### src/rtl/badminton_hit_detector_b_pkg.sv
// Shared types for the player-B hit detector: collision boxes, racket state names,
// detector FSM states and the per-swing outgoing velocity tables.
package collision_package;

  typedef struct packed {
    logic [11:0] size_x;
    logic [11:0] size_y;
    logic [11:0] pos_x;
    logic [11:0] pos_y;
  } collision_box;

endpackage

package hit_package;

  typedef enum logic [4:0] {
    Idle_1, Idle_2,
    Up_1, Up_2, Up_3, Up_4, Up_5, Up_6, Up_7,
    Down_1, Down_2, Down_3, Down_4, Down_5, Down_6,
    Down_7, Down_8, Down_9, Down_10, Down_11, Down_12
  } pat_B_state_name;

  localparam int unsigned NUM_STATES = 21;

  typedef enum logic [1:0] {S_WAIT, S_EVAL, S_REPORT, S_COOLDOWN} hit_fsm_e;

  // {vx, vy} in px/frame, positive vy points down the screen
  localparam logic signed [11:0] hit_velocity [NUM_STATES][2] = '{
    '{ 12'sd0,   12'sd0  },
    '{ 12'sd0,   12'sd0  },
    '{-12'sd3,  -12'sd7  },
    '{-12'sd4,  -12'sd8  },
    '{-12'sd5,  -12'sd9  },
    '{-12'sd6,  -12'sd10 },
    '{-12'sd7,  -12'sd11 },
    '{-12'sd8,  -12'sd12 },
    '{-12'sd9,  -12'sd13 },
    '{-12'sd3,   12'sd0  },
    '{-12'sd4,   12'sd0  },
    '{-12'sd5,   12'sd1  },
    '{-12'sd6,   12'sd1  },
    '{-12'sd7,   12'sd1  },
    '{-12'sd8,   12'sd2  },
    '{-12'sd9,   12'sd2  },
    '{-12'sd10,  12'sd2  },
    '{-12'sd11,  12'sd3  },
    '{-12'sd12,  12'sd3  },
    '{-12'sd13,  12'sd3  },
    '{-12'sd14,  12'sd4  }
  };

  localparam logic hittable [NUM_STATES] = '{
    1'b0, 1'b0,
    1'b1, 1'b1, 1'b1, 1'b1, 1'b1, 1'b1, 1'b1,
    1'b1, 1'b1, 1'b1, 1'b1, 1'b1, 1'b1,
    1'b1, 1'b1, 1'b1, 1'b1, 1'b1, 1'b1
  };

  localparam logic hit_kind_of [NUM_STATES] = '{
    1'b0, 1'b0,
    1'b0, 1'b0, 1'b0, 1'b0, 1'b0, 1'b0, 1'b0,
    1'b1, 1'b1, 1'b1, 1'b1, 1'b1, 1'b1,
    1'b1, 1'b1, 1'b1, 1'b1, 1'b1, 1'b1
  };

endpackage

### src/rtl/badminton_hit_detector_b_collision_overlap.sv
// Combinational axis-aligned overlap test between two collision boxes.
// Touching edges and zero-size boxes never overlap.
module collision_overlap
  import collision_package::*;
(
  input  collision_box a_i,
  input  collision_box b_i,
  output logic         overlap_o
);

  logic [12:0] a_x_end, a_y_end, b_x_end, b_y_end;
  logic        sizes_nonzero;

  always_comb begin
    // Box ends carry a 13th bit so boxes near the 4095 edge do not wrap
    a_x_end = {1'b0, a_i.pos_x} + {1'b0, a_i.size_x};
    a_y_end = {1'b0, a_i.pos_y} + {1'b0, a_i.size_y};
    b_x_end = {1'b0, b_i.pos_x} + {1'b0, b_i.size_x};
    b_y_end = {1'b0, b_i.pos_y} + {1'b0, b_i.size_y};

    sizes_nonzero = (a_i.size_x != '0) && (a_i.size_y != '0) &&
                    (b_i.size_x != '0) && (b_i.size_y != '0);

    overlap_o = sizes_nonzero &&
                ({1'b0, a_i.pos_x} < b_x_end) && ({1'b0, b_i.pos_x} < a_x_end) &&
                ({1'b0, a_i.pos_y} < b_y_end) && ({1'b0, b_i.pos_y} < a_y_end);
  end

endmodule

### src/rtl/badminton_hit_detector_b.sv
// Player-B hit detector: snapshots racket/shuttle per frame, reports hits over
// valid/ready to the shuttle physics block, then locks out re-hits for a few frames.
module badminton_hit_detector_b
  import collision_package::*;
  import hit_package::*;
#(
  parameter int unsigned COOLDOWN_FRAMES = 8,
  parameter int unsigned COUNT_W         = 8
) (
  input  logic                clk,
  input  logic                rst_n,
  input  logic                write_finished,
  input  collision_box        pat_B_collision,
  input  pat_B_state_name     pat_B_curr_state_name,
  input  collision_box        shuttle_box,
  input  logic                shuttle_in_flight,
  output logic                hit_valid,
  input  logic                hit_ready,
  output logic signed [11:0]  hit_vx,
  output logic signed [11:0]  hit_vy,
  output logic                hit_kind,
  output logic [COUNT_W-1:0]  hit_count
);

  localparam int unsigned CD_W = (COOLDOWN_FRAMES < 2) ? 1 : $clog2(COOLDOWN_FRAMES + 1);
  localparam logic [CD_W-1:0] CD_INIT = CD_W'(COOLDOWN_FRAMES);

  hit_fsm_e           state_q, state_d;
  collision_box       snap_pat_q, snap_pat_d;
  collision_box       snap_shuttle_q, snap_shuttle_d;
  pat_B_state_name    snap_state_q, snap_state_d;
  logic               snap_flight_q, snap_flight_d;
  logic               valid_q, valid_d;
  logic signed [11:0] vx_q, vx_d, vy_q, vy_d;
  logic               kind_q, kind_d;
  logic [COUNT_W-1:0] count_q, count_d;
  logic [CD_W-1:0]    cd_q, cd_d;
  logic               overlap;
  logic               racket_active;

  collision_overlap u_overlap (
    .a_i       (snap_pat_q),
    .b_i       (snap_shuttle_q),
    .overlap_o (overlap)
  );

  assign racket_active = (snap_pat_q.pos_x != '0) || (snap_pat_q.pos_y != '0);

  always_ff @(posedge clk or negedge rst_n) begin
    if (!rst_n) begin
      state_q        <= S_WAIT;
      snap_pat_q     <= '0;
      snap_shuttle_q <= '0;
      snap_state_q   <= Idle_1;
      snap_flight_q  <= 1'b0;
      valid_q        <= 1'b0;
      vx_q           <= '0;
      vy_q           <= '0;
      kind_q         <= 1'b0;
      count_q        <= '0;
      cd_q           <= '0;
    end else begin
      state_q        <= state_d;
      snap_pat_q     <= snap_pat_d;
      snap_shuttle_q <= snap_shuttle_d;
      snap_state_q   <= snap_state_d;
      snap_flight_q  <= snap_flight_d;
      valid_q        <= valid_d;
      vx_q           <= vx_d;
      vy_q           <= vy_d;
      kind_q         <= kind_d;
      count_q        <= count_d;
      cd_q           <= cd_d;
    end
  end

  always_comb begin
    state_d        = state_q;
    snap_pat_d     = snap_pat_q;
    snap_shuttle_d = snap_shuttle_q;
    snap_state_d   = snap_state_q;
    snap_flight_d  = snap_flight_q;
    valid_d        = valid_q;
    vx_d           = vx_q;
    vy_d           = vy_q;
    kind_d         = kind_q;
    count_d        = count_q;
    cd_d           = cd_q;

    case (state_q)
      S_WAIT: begin
        if (write_finished) begin
          snap_pat_d     = pat_B_collision;
          snap_shuttle_d = shuttle_box;
          snap_state_d   = pat_B_curr_state_name;
          snap_flight_d  = shuttle_in_flight;
          state_d        = S_EVAL;
        end
      end
      S_EVAL: begin
        if (snap_flight_q && racket_active && hittable[snap_state_q] && overlap) begin
          vx_d    = hit_velocity[snap_state_q][0];
          vy_d    = hit_velocity[snap_state_q][1];
          kind_d  = hit_kind_of[snap_state_q];
          valid_d = 1'b1;
          state_d = S_REPORT;
        end else begin
          state_d = S_WAIT;
        end
      end
      S_REPORT: begin
        // Frame ticks here are dropped, even one landing on the accepting edge
        if (hit_ready) begin
          valid_d = 1'b0;
          count_d = (count_q == '1) ? count_q : count_q + 1'b1;
          cd_d    = CD_INIT;
          state_d = (COOLDOWN_FRAMES == 0) ? S_WAIT : S_COOLDOWN;
        end
      end
      S_COOLDOWN: begin
        if (write_finished) begin
          cd_d = cd_q - 1'b1;
          if (cd_q == CD_W'(1)) state_d = S_WAIT;
        end
      end
      default: state_d = S_WAIT;
    endcase
  end

  assign hit_valid = valid_q;
  assign hit_vx    = vx_q;
  assign hit_vy    = vy_q;
  assign hit_kind  = kind_q;
  assign hit_count = count_q;

endmodule

### config.mk
export PLATFORM = sky130hd
export DESIGN_NAME = badminton_hit_detector_b
export DESIGN_NICKNAME = d
export VERILOG_FILES = /design/src/rtl/badminton_hit_detector_b_pkg.sv /design/src/rtl/badminton_hit_detector_b_collision_overlap.sv /design/src/rtl/badminton_hit_detector_b.sv
export SDC_FILE = /design/constraint.sdc
export NUM_CORES = 1
export LEC_CHECK = 0
export BUFFER_PORTS_ARGS = -buffer_cell sky130_fd_sc_hd__buf_2
export CAP_MARGIN = 20
export CORE_MARGIN = 2
export CORE_UTILIZATION = 40
export CTS_CLUSTER_DIAMETER = 150
export DETAILED_ROUTE_END_ITERATION = 16
export MAX_ROUTING_LAYER = met4
export PLACE_DENSITY_LB_ADDON = 0.05
export REMOVE_ABC_BUFFERS = 1
export SLEW_MARGIN = 20
export SYNTH_ARGS = -nofsm -noshare
export SYNTH_HDL_FRONTEND = slang
export SYNTH_SLANG_ARGS = --single-unit
export TNS_END_PERCENT = 100
### constraint.sdc
create_clock -name clk -period 6.2 [get_ports clk]
set_input_delay 1.24 -clock clk [delete_from_list [all_inputs] [get_ports clk]]
set_output_delay 1.24 -clock clk [all_outputs]
set_load 0.005 [all_outputs]
==> results.toml <==
[status]
status = "finished, final reports clean"

[clock_network]
cts_buffers = 17
cts_hold_buf = 0
cts_buffer_depth = 2
cts_root_buf = "clkbuf_16"
cts_sinks = 128
htree_levels = 4
post_cts_buffers = 0
ctsResizeCount = 0
tritoncts = "built"
clkLatencyLatePin_ps = 420
clk_pin_slew_ps = 60

[synth]
ys_warn_count = 0
yosys.area.top_type_share_pct = 38.8
synth_area_leaders = "dfrtp_1 39%, ha_1 15%, mux2_2 13%"
synth.distinct_cells = 59
synth_top_area_cell = "dfrtp_1"
syn_inst = 767
synth_edf_count = 0
ys_async_sr_fraction_pct = 100
yosysSeqAreaShare_pct = 38.8
ys.flop_type = "dfrtp_1"
syn_area_per_cell_um2 = 10.8
ys_ff_latch = 128
synth_area_mm2 = 0.00825

[grt]
track_usage_pct = 19.3
grt_max_degree = 69
grt_pass1_wl_um = 32200
grt_overflow = 0
grt_pass1_vias = 6487
antenna_found_initial = 0

[detailed_routing]
drc_errors = 0
drtAntennaViolNets = 0
wl_per_cell_um = 16.5
vias_per_cell = 5.31
num_vias = 6250
wirelength_um = 19400
first_iter_violations = 190
firstDrtPassIters = 4

[floorplan]
die_x_um = 148
design.core.area_mm2 = 0.0202
floorplan.die_area_mm2 = 0.0218
die_h_um = 148
num_io_pins = 140
std_cell_rows = 52
start_util_pct = 40.8

[setup_path]
endpoint_kind = "flop"
crit_end = "hit_vy[11]$_DFFE_PN0P_"
start_kind = "flop"
rr_worst_depth = 16
arrival_ps = 5120
required_ps = 6500
r2r-end = "hit_vy[11]$_DFFE_PN0P_"
cp_max_fo = 13
r2r_start = "snap_pat_q[12]$_DFFE_PN0P_"
worstSetupPathType = "flop to flop"
startpoint = "snap_pat_q[12]$_DFFE_PN0P_"
reg2reg_slack_ps = 1380

[timing]
hold_violations = 0
min_period_ps = 4820
rsz0062_at_grt = "false"
setup_tns_ps = 0
tightest_slew_ps = 959
fin_crit_sh_pct = 77.7
max_freq_mhz = 208
maxSlewHeadroom_pct = 35.6
setup_ws_ps = 1380
slew_viol_final = 0
setup_viol = 0
clock_skew_ps = 8.16

[cells_and_area]
mostFrequentLayoutCells = "138 x buf_2, 128 x dfrtp_1, 99 x ha_1, 97 x mux2_2, 45 x nand2_1"
layout.nets = 1104
multi_input_area_mm2 = 0.00478
nFillCells = 1920
drive_above_1_share_pct = 31.1
mostFrequentLayoutCell = "buf_2"
syn_to_final_growth_pct = 17.6
diodes = 0
seq_area_mm2 = 0.00320

[placed_design]
pre_cts_ws_ps = 1410
port_buffers = 139
globalplace.congestion = 0.831
dpl.hpwl_um = 15100

[hold_path]
hold_path.class = "flop to flop"

[job]
cap_violations = 0
## cell type report
| type | count | share of cell area (%) |
|---|---|---|
| clock buffers | 19 | 4.67 |
| repair buffers | 142 | 7.42 |
| inverters | 27 | 1.04 |
| clock inverters | 13 | 1.16 |
| flip-flops and latches | 128 | 33.0 |
| well taps | 270 | 3.48 |
| multi-input cells | 579 | 49.2 |
## routing by layer
layer / up-vias / wire (um) / track usage (%)
li1: 3063 / - / -
met1: 3041 / 8620 / 23.2
met2: 124 / 9870 / 33.1
met3: 22 / 600 / 3.46
met4: 0 / 320 / 5.58
met5: - / 0 / -
## sequential cells by signal, summed over array words and instances (netlist names), named ones only
signal          count
snap_state_q        5
snap_flight_q       1
hit_kind            1
hit_count           8
cd_q                4
hit_vy              5
hit_vx              5
state_q             1
snap_pat_q         48
hit_valid           1
snap_shuttle_q     48
## worst min-delay path by stage
stage / from / to / slack (ps) / depth (start not counted)
6_report: hit_count[7]$_DFFE_PN0P_ / hit_count[7]$_DFFE_PN0P_ / 490 / 1
3_5_place_dp: hit_count[7]$_DFFE_PN0P_ / hit_count[7]$_DFFE_PN0P_ / 480 / 1
5_1_grt: snap_flight_q$_DFFE_PN0P_ / snap_flight_q$_DFFE_PN0P_ / 520 / 1
4_1_cts: hit_count[7]$_DFFE_PN0P_ / hit_count[7]$_DFFE_PN0P_ / 490 / 1
2_1_floorplan: hit_valid$_DFFE_PN0P_ / hit_valid$_DFFE_PN0P_ / 470 / 1
3_3_place_gp: hit_count[7]$_DFFE_PN0P_ / hit_count[7]$_DFFE_PN0P_ / 480 / 1
## cell families (layout without fill, tap and decap cells)
logic type | Yosys count | after routing | share of synthesized area (%)
and+or+nand+nor | 183 | 183 | 11.2
AOI/OAI and AO/OA | 141 | 141 | 11.1
DFF | 128 | 128 | 38.8
muxes | 105 | 105 | 14.4
adders and majority gates | 103 | 103 | 16.0
buffers and inverters | 60 | 201 | 3.46
xor gates and xnor gates | 47 | 47 | 4.99
## Yosys cell counts, drive strengths merged, types with 4 or more instances
library cell	instances
dfrtp	128
mux2	101
ha	99
nand2	45
o21ai	41
a21oi	38
nor2	30
inv	27
nor4	25
xnor2	25
xor2	22
nand3	21
clkbuf	17
buf	16
nand2b	16
nor3	13
a21o	10
nor2b	10
nand4	8
o21a	6
a211oi	4
a31oi	4
fa	4
mux2i	4
o211ai	4
or3	4
## critical path, cell delays in order (launching register included)
cell and delay [ps]:
dfrtp_1 420, ha_1 240, fa_1 420, a21o_1 180, a21oi_1 210, o21ai_0 140
o41ai_1 560, o21bai_1 120, a21oi_1 200, xor2_1 90, ha_1 190, nor4_1 270
a31oi_1 170, nand3_1 110, o211ai_1 140, nor4_4 820, mux2_2 420
## through the flow
| stage | area (um^2) | hold WS, ps | std cells | utilization, % |
|---|---|---|---|---|
| floorplan | 8070 | 474 | 734 | - |
| detailed placement | 9140 | 482 | 1146 | 45.2 |
| global route | 9710 | 518 | 1178 | 48.0 |
| global placement | 9140 | 477 | 1146 | 45.2 |
| CTS | 9710 | 490 | 1178 | 48.0 |
| finish | 9710 | 487 | 1178 | 48.0 |
Power is not shown: default switching activity piles up to over one toggle a cycle in this logic, so the estimate is an artifact.
